<file path="src/rtl/jtkicker_gfx_arb.sv">
// Graphics ROM slot arbiter: scroll and object fetchers share one SDRAM read slot,
// each backed by a one-word cache so repeated reads of the same address never touch the SDRAM.
module jtkicker_gfx_arb #(
  parameter int SCR_AW     = 13,
  parameter int OBJ_AW     = 14,
  parameter int ROM_AW     = 15,
  parameter int OBJ_OFFSET = 'h2000,
  parameter int TIMEOUT    = 255
) (
  input  logic              clk,
  input  logic              rst,

  input  logic              scr_cs,
  input  logic [SCR_AW-1:0] scr_addr,
  output logic [31:0]       scr_data,
  output logic              scr_ok,

  input  logic              obj_cs,
  input  logic [OBJ_AW-1:0] obj_addr,
  output logic [31:0]       obj_data,
  output logic              obj_ok,

  output logic              rom_cs,
  output logic [ROM_AW-1:0] rom_addr,
  input  logic [31:0]       rom_data,
  input  logic              rom_ok,

  output logic              busy
);

  localparam int GAW = (SCR_AW > OBJ_AW) ? SCR_AW : OBJ_AW;
  localparam logic [ROM_AW-1:0] OBJ_OFS     = ROM_AW'(OBJ_OFFSET);
  localparam logic [7:0]        TIMEOUT_CNT = 8'(TIMEOUT);

  typedef enum logic [1:0] {
    ST_IDLE,
    ST_ARM,
    ST_WAIT
  } state_t;

  typedef enum logic {
    SEL_SCR,
    SEL_OBJ
  } sel_t;

  state_t            state, state_nxt;
  sel_t              gsel, last_grant;
  logic [GAW-1:0]    gaddr;
  logic [7:0]        timer;

  logic [31:0]       scr_cache, obj_cache;
  logic [SCR_AW-1:0] scr_tag;
  logic [OBJ_AW-1:0] obj_tag;
  logic              scr_vld, obj_vld;

  logic              scr_pend, obj_pend;
  logic              grant_scr, grant_obj;
  logic              fill, abandon;

  logic [ROM_AW-1:0] scr_rom_addr, obj_rom_addr;

  // Hit detection; ok is also held low while reset is asserted so the
  // requesters never see a stale hit during reset.
  assign scr_ok   = rst & scr_cs & scr_vld & (scr_tag == scr_addr);
  assign obj_ok   = rst & obj_cs & obj_vld & (obj_tag == obj_addr);
  assign scr_pend = scr_cs & ~scr_ok;
  assign obj_pend = obj_cs & ~obj_ok;

  assign scr_data = scr_cache;
  assign obj_data = obj_cache;
  assign busy     = (state != ST_IDLE);

  assign scr_rom_addr = ROM_AW'(scr_addr);
  assign obj_rom_addr = ROM_AW'(obj_addr) + OBJ_OFS;

  always_ff @(posedge clk) begin
    if (!rst) begin
      state <= ST_IDLE;
    end else begin
      state <= state_nxt;
    end
  end

  // Arbitration and fetch sequencing. ARM exists only to skip the rom_ok
  // that the previous user of the slot may still be presenting.
  always_comb begin
    state_nxt = state;
    grant_scr = 1'b0;
    grant_obj = 1'b0;
    fill      = 1'b0;
    abandon   = 1'b0;
    case (state)
      ST_IDLE: begin
        if (scr_pend && obj_pend) begin
          if (last_grant == SEL_SCR) grant_obj = 1'b1;
          else                       grant_scr = 1'b1;
        end else if (scr_pend) begin
          grant_scr = 1'b1;
        end else if (obj_pend) begin
          grant_obj = 1'b1;
        end
        if (grant_scr || grant_obj) state_nxt = ST_ARM;
      end
      ST_ARM: begin
        state_nxt = ST_WAIT;
      end
      ST_WAIT: begin
        if (rom_ok) begin
          fill      = 1'b1;
          state_nxt = ST_IDLE;
        end else if (timer == TIMEOUT_CNT) begin
          abandon   = 1'b1;
          state_nxt = ST_IDLE;
        end
      end
      default: begin
        state_nxt = ST_IDLE;
      end
    endcase
  end

  // Slot request side: address and grant bookkeeping are captured at grant
  // and stay frozen for the whole fetch.
  always_ff @(posedge clk) begin
    if (!rst) begin
      rom_cs     <= 1'b0;
      rom_addr   <= '0;
      gaddr      <= '0;
      gsel       <= SEL_SCR;
      last_grant <= SEL_OBJ;
      timer      <= '0;
    end else begin
      if (grant_scr) begin
        rom_addr   <= scr_rom_addr;
        gaddr      <= GAW'(scr_addr);
        gsel       <= SEL_SCR;
        last_grant <= SEL_SCR;
      end else if (grant_obj) begin
        rom_addr   <= obj_rom_addr;
        gaddr      <= GAW'(obj_addr);
        gsel       <= SEL_OBJ;
        last_grant <= SEL_OBJ;
      end

      if (grant_scr || grant_obj) begin
        rom_cs <= 1'b1;
        timer  <= '0;
      end else if (fill || abandon) begin
        rom_cs <= 1'b0;
      end else if (state == ST_WAIT) begin
        timer  <= timer + 8'd1;
      end
    end
  end

  // Cache fill: the tag is the address that was granted, not whatever the
  // requester shows now, so a mid-fetch address change simply misses again.
  always_ff @(posedge clk) begin
    if (!rst) begin
      scr_cache <= '0;
      scr_tag   <= '0;
      scr_vld   <= 1'b0;
      obj_cache <= '0;
      obj_tag   <= '0;
      obj_vld   <= 1'b0;
    end else if (fill) begin
      if (gsel == SEL_SCR) begin
        scr_cache <= rom_data;
        scr_tag   <= gaddr[SCR_AW-1:0];
        scr_vld   <= 1'b1;
      end else begin
        obj_cache <= rom_data;
        obj_tag   <= gaddr[OBJ_AW-1:0];
        obj_vld   <= 1'b1;
      end
    end
  end

endmodule

</file>
<file path="config.mk">
export PLATFORM = sky130hd
export DESIGN_NAME = jtkicker_gfx_arb
export DESIGN_NICKNAME = d
export VERILOG_FILES = /design/src/rtl/jtkicker_gfx_arb.sv
export SDC_FILE = /design/constraint.sdc
export NUM_CORES = 1
export LEC_CHECK = 0
export ABC_AREA = 0
export CORE_MARGIN = 1
export CORE_UTILIZATION = 48
export DETAILED_ROUTE_END_ITERATION = 10
export HOLD_SLACK_MARGIN = 0.02
export MAX_ROUTING_LAYER = met4
export PLACE_DENSITY = 0.81
export SYNTH_ARGS = -nofsm -noshare
export SYNTH_HDL_FRONTEND = slang
export SYNTH_SLANG_ARGS = --single-unit
</file>
<file path="constraint.sdc">
create_clock -name clk -period 2.8 [get_ports clk]
set_clock_uncertainty 0.05 [all_clocks]
set_input_delay 0.28 -clock clk [delete_from_list [all_inputs] [get_ports clk]]
set_output_delay 0.28 -clock clk [all_outputs]
set_load 0.01 [all_outputs]
</file>
==> results.md <==
- Mean instance size in the synthesized netlist: about 8.5 sq um
- Final wirelength: 13600 um
- Result of the run: complete, no violations
- Longest Clk Path Bufs: 2
- Final clock period utilization by the worst path: 96.3%
- Synthesis-to-layout area growth: 42.1%
- Flops & latches, synth: approximately 120
- Number of fill cells: around 820
- First-pass iteration count of the detailed router: 6
- Antenna diode count: 0
- Synth async-reset ratio: 0%
- Critical-path maximum fanout: 4
- Actual slew at the worst max-slew pin: slightly below 600 ps
- Ports: 147
- Initial Util: about half
- Primary FF master, synth: sky130_fd_sc_hd__dfxtp_1
- Number of DRC violations after detailed routing: 0
- Global-route usage over all layers: 25.6%
- Net count after synthesis: 660
- Worst setup path class: flop to output port
- Fraction of layout cells with a size suffix above 1: 7.48%
- Per-cell via count in the routed design: roughly 5.3
- Critical path required time: roughly 2500 ps
- Die boundary height: 105 um
- Number of global-route vias before repair: 4475
- Peak supply drop: between 0.3 and 0.4 mV
- Final Net Count: 801
- Peak Freq: between 0.3 and 0.4 GHz
- EDFF count, synth: 0
- Worst-case headroom to the max-slew limit: 60.4%
- H-tree depth: 4
- Post-CTS setup buffer count: 0
- Max Transition Viols Final: 0
- Maximum number of pins on one net before global-route repair: 61
- Netlist area before placement: 5080 sq um
- Total number of clock tree sinks: between 100 and 150
- RSZ-0062 raised after global routing: no
- Die extent in x: approximately 100 um
- Part of the Yosys area used for sequential elements: between 40 and 50%
- FF-to-FF setup slack: ~630 ps
- Area taken by multi-input logic gates: between 2000 and 2500 sq um
- Floorplan Core Area: ~10000 sq um
- Unique cell type count in the Yosys netlist: 34
- Max-capacitance violation count: 0
- Total design power: 4.25 mW
- Clock insertion delay at the later pin of the skew report: just over 500 ps
- Final setup violation count: 0
- Static leakage: roughly 2.5 nW
- Wire length of the first global-routing pass: between 20000 and 25000 um
- Clock slew seen by the registers of the worst setup and hold paths: roughly 60 ps
- Total Die Area: approximately 11000 sq um
- Classification of the worst-slack hold path: primary input to flop
- Shortest clock period the worst path allows after layout: roughly 2700 ps
- Setup TNS after final layout: 0 ps
- Global-route congestion overflow total: 0
- Antenna violations before repair: 0
- DP Wirelength: ~9700 um
- Total clock buffers created by CTS: 17
- Via count: approximately 4700
- Type of destination of the critical path: output port
- Master cell of the clock root buffer: sky130_fd_sc_hd__clkbuf_8
- WL per Instance: 15.4 um
- Cell Pwr Density: 588 nW/um^2
- Startpoint types: flop
- Synth warnings: 0
- Number of endpoints with negative hold slack in the final report: 0
- # port buffers: roughly 150
- Iter 0 DRT Violations: 194
- Remaining antenna violation count after routing: 0
- Data arrival at the endpoint of the critical path: 2370 ps
- Synth Instances: slightly below 600
- Standard-cell row count: 37
- RePlAce Congestion: 0.924
- CTS tree: built
- Register cell area after layout: 2420 sq um
==> repair_timing <==
| item | 4_1_cts | 5_1_grt |
|---|---|---|
| hold buffers | 0 | 0 |
| endpoints found under the setup margin | 0 | 1 |
| gates resized for setup | 0 | 1 |
==> critical path: stages (launching register included) <==
cell and delay, ps:
sky130_fd_sc_hd__dfxtp_1 320, sky130_fd_sc_hd__xnor2_1 260, sky130_fd_sc_hd__nand4_1 150, sky130_fd_sc_hd__nor2_1 300, sky130_fd_sc_hd__and2_1 260, sky130_fd_sc_hd__clkdlybuf4s50_1 560
==> per-stage QoR <==
| stage | instance area [sq um] | hold slack, ps | utilization [%] | std cells | setup WS (ps) |
|---|---|---|---|---|---|
| finish | 7220 | 113 | 70.3 | 885 | 104 |
| global placement | 6690 | 400 | 65.1 | 853 | 290 |
| floorplan | 5080 | 375 | - | 595 | 838 |
| CTS | 7220 | 94.3 | 70.2 | 885 | 150 |
| global route | 7220 | 106 | 70.3 | 885 | 57.0 |
| detailed placement | 6690 | 407 | 65.1 | 853 | 210 |
==> final timing paths <==
check,startpoint,endpoint,cells after the start
min,rst,scr_vld,2
max,scr_tag[8],scr_ok,5
min reg2reg,scr_data[7],scr_data[7],2
max reg2reg,scr_tag[8],rom_addr[11],7
==> metal layers <==
metal	vias to the layer above	GRT usage, %	wire (um)
li1	2280	-	-
met1	2164	30.2	5670
met2	197	43.5	6750
met3	23	5.36	892
met4	0	8.45	276
met5	-	-	0
==> where the power goes <==
part	total, mW	leakage (nW)	switching, mW	internal [mW]
Clock	1.93	0.257	0.822	1.10
Sequential	1.82	0.980	0.0476	1.78
Combinational	0.499	1.31	0.225	0.274
Total	4.25	2.54	1.09	3.15
==> sequential cells by signal (all words and copies together) (netlist names) <==
register    flops
gsel            1
last_grant      1
obj_data       32
obj_tag        14
obj_vld         1
rom_addr       15
rom_cs          1
scr_data       32
scr_tag        13
scr_vld         1
state           2
timer           8
==> layout by cell type, fill, tap and decap left out, types with 5 or more instances in the layout <==
cell | synthesis | final
sky130_fd_sc_hd__nand2_1 | 188 | 188
sky130_fd_sc_hd__nand4_1 | 7 | 7
sky130_fd_sc_hd__xor2_1 | 19 | 19
sky130_fd_sc_hd__inv_6 | 0 | 6
sky130_fd_sc_hd__dfxtp_1 | 121 | 121
sky130_fd_sc_hd__buf_4 | 0 | 16
sky130_fd_sc_hd__nor2_1 | 11 | 11
sky130_fd_sc_hd__nor3b_1 | 13 | 13
sky130_fd_sc_hd__o21ai_0 | 5 | 5
sky130_fd_sc_hd__or3_1 | 14 | 14
sky130_fd_sc_hd__clkdlybuf4s50_1 | 0 | 145
sky130_fd_sc_hd__a21boi_0 | 92 | 92
sky130_fd_sc_hd__xnor2_1 | 15 | 15
sky130_fd_sc_hd__clkbuf_16 | 0 | 16
sky130_fd_sc_hd__o21a_1 | 16 | 16
sky130_fd_sc_hd__o311a_1 | 13 | 13
sky130_fd_sc_hd__a21oi_1 | 6 | 6
==> cell families (layout without fill, tap and decap cells) <==
group / Yosys count / count (layout) / synth area share, %
buffers and inverters: 44 / 198 / 3.62
DFF: 121 / 121 / 47.7
and+or+nand+nor: 259 / 259 / 22.3
muxes: 1 / 1 / 0.197
adders and majority gates: 1 / 1 / 0.246
xor gates and xnor gates: 34 / 34 / 5.86
AOI/OAI and AO/OA: 135 / 135 / 20.1
==> synthesized netlist by cell type, drive strengths merged (3+ instances only) <==
cell    number  area, sq um
or3         14         87.6
nand2      188          706
inv          3         11.3
nor2        12         47.6
nor4         3         18.8
nor2b        3         18.8
o21ai        5         25.0
xnor2       15          131
nor3         3         15.0
nand3        6         30.0
nor3b       13         97.6
a21oi        6         30.0
dfxtp      121         2420
buf         11         60.1
a21boi      92          691
o21a        16          120
o311a       13          130
nand4        7         43.8
clkbuf      30          113
xor2        19          166
and3         5         31.3
==> cell type report <==
type | instances | share of cell area [%]
clock buffer | 18 | 5.78
clock inverter | 14 | 1.56
inverter | 3 | 0.156
multi-input combinational | 430 | 34.5
sequential | 121 | 33.5
tap | 136 | 2.36
timing repair buffer | 163 | 22.1
Note: power is estimated with default switching activity, not from simulation.
==> patch: new RTL, same flow settings <==
The parameter `ROM_AW` goes from 15 to 16.
--- a/src/rtl/jtkicker_gfx_arb.sv
+++ b/src/rtl/jtkicker_gfx_arb.sv
@@ -3,7 +3,7 @@
 module jtkicker_gfx_arb #(
   parameter int SCR_AW     = 13,
   parameter int OBJ_AW     = 14,
-  parameter int ROM_AW     = 15,
+  parameter int ROM_AW     = 16,
   parameter int OBJ_OFFSET = 'h2000,
   parameter int TIMEOUT    = 255
 ) (
Interface: changed (resized rom_addr); port bits go from 147 to 148. No check against the original RTL was run, so the function may have changed too.
==> patch against the unedited design <==
  * Sequential cell count did not move
  * Utilization up 0.36 points
  * Routed wire length up 2.6%
  * Total power increased by 4.7%
  * Design area increased by 0.97%
  * Area after synthesis is 0.22% higher
  * Setup slack improved by 0.11 ns
  * Via count up 0.19%
  * Sequential share of layout area decreased by 0.32 points
  * Count of clock-buffer cells in the layout up 1
  * Largest power group unchanged
==> patch: results (changes against the unedited design) <==
largest net degree at the start of global routing 45 (was 61); yosys warns 0 (unchanged); vias in the first global route 4638 (was 4475); Synth cell types 36 (was 34); Seq/Total Area, Yosys 47.6% (was 47.7%); Syn Nets 662 (was 660); Critical Path Slowest Stage Cell clkdlybuf4s50_1 (unchanged); hpwl dp 9.69 mm (was 9.66 mm); initial antenna violation count 0 (unchanged); placed inst area 6700 um^2 (was 6690 um^2); first-pass GRT wire length 22.7 mm (was 21.8 mm); IO buf count 146 (unchanged); total wire length 13.9 mm (was 13.6 mm); total track usage 26.8% (was 25.6%); RePlAce Congestion 0.889 (was 0.924); Reg clk slew, reported paths 0.06 ns (about the same); Initial DRC Count 250 (was 194); Synth top cells by count nand2_1, dfxtp_1, a21boi_0, clkbuf_1, xor2_1 (unchanged); Slew headroom 62.7% (was 60.4%); worst-path maximum fanout 4 (unchanged); Peak supply drop 0.000398 V (was 0.000395 V); outcome completed (unchanged); WP data arrival 2.25 ns (was 2.37 ns); Antenna Cells 0 (unchanged); Async SR Flop Fraction 0% (unchanged); drt pass-1 iters 4 (was 6); leakage 2.57 nW (was 2.54 nW); top cells by area, synth dfxtp_1, nand2_1, a21boi_0, xor2_1, xnor2_1 (unchanged); Via density 5.27 (about the same); Worst path top cell family by delay simple AND/OR/NAND/NOR gates (unchanged); Critical Path Max Stage Delay 0.55 ns; worst skew pair latency 0.51 ns (about the same); clk buf depth 2 (unchanged); Main synth FF type dfxtp_1 (unchanged); Num CTS Buffers 17 (unchanged); root buf cell clkbuf_8 (unchanged); H-tree levels 4 (unchanged); layout cells sized above 1 7.47% (was 7.48%); HP Class in2reg (unchanged); Final #Nets 802 (was 801)
## patch: cell types whose count changed in the layout (fill, tap and decap cells not counted)
cell,delta
inv_6,-3
bufinv_16,+2
clkbuf_8,+2
clkinv_4,-2
clkinvlp_4,+2
and3_1,+1
and3_2,-1
buf_12,+1
buf_4,-1
clkbuf_1,-1
conb_1,+1
## patch: worst paths after layout
| path | startpoint | to | slack (ns) | cells after the start |
|---|---|---|---|---|
| setup / recovery | scr_tag[1] | scr_ok | 0.22 | 5 |
| hold / removal | rst | last_grant | 0.21 | 3 |
| hold reg to reg | scr_data[6] | scr_data[6] | 0.41 | 2 |
| setup reg to reg | obj_tag[3] | rom_addr[2] | 0.64 | 7 |
## patch: cell families (layout without fill, tap and decap cells)
kind of cell | after synthesis | after routing | synth area share (%)
adders and majority gates | 1 | 1 | 0.246
AOI/OAI and AO/OA | 135 | 135 | 20.1
and+or+nand+nor | 259 | 259 | 22.3
other | 1 | 1 | 0.0736
DFF | 121 | 121 | 47.6
muxes | 1 | 1 | 0.197
buffers and inverters | 45 | 198 | 3.76
xor gates and xnor gates | 34 | 34 | 5.85
## patch: repair_timing
action / CTS / global route
resized for setup: 0 / 1
buffers inserted: 0 / 0
setup endpoints to repair: 0 / 1
## patch: through the flow
step	utilization, %	power [mW]	instances	setup slack, ns
3_5_place_dp	64.9	2.35	854	0.105
5_1_grt	70.7	4.61	886	0.0886
6_report	70.7	4.45	886	0.217
4_1_cts	70.6	4.47	886	0.0751
2_1_floorplan	-	2.08	597	0.838
3_3_place_gp	64.9	2.34	854	0.188
## patch: layer usage
layer | up-vias | wire (um) | global-route usage, %
met5 | - | 0 | -
met4 | 0 | 237 | 10.2
met3 | 23 | 853 | 5.99
met2 | 183 | 7090 | 44.7
met1 | 2185 | 5770 | 31.6
li1 | 2282 | - | -
## patch: layout make-up
cell class	count	area, um^2
fillers	781	3030
multi-input cells	431	2500
flip-flops and latches	121	2420
repair buffers	163	1610
clock buffers	19	442
well taps	136	170
clock inverters	13	144
inverters	3	11.3
## patch: power breakdown
part / switching [mW] / internal (mW)
clock: 0.803 / 1.32
combinational: 0.228 / 0.274
sequential: 0.0466 / 1.78
## patch: worst min-delay path, delay by kind of cell
family                 cells  cell delay [ns]
and+or+nand+nor            1             0.09
buffers and inverters      2             0.36
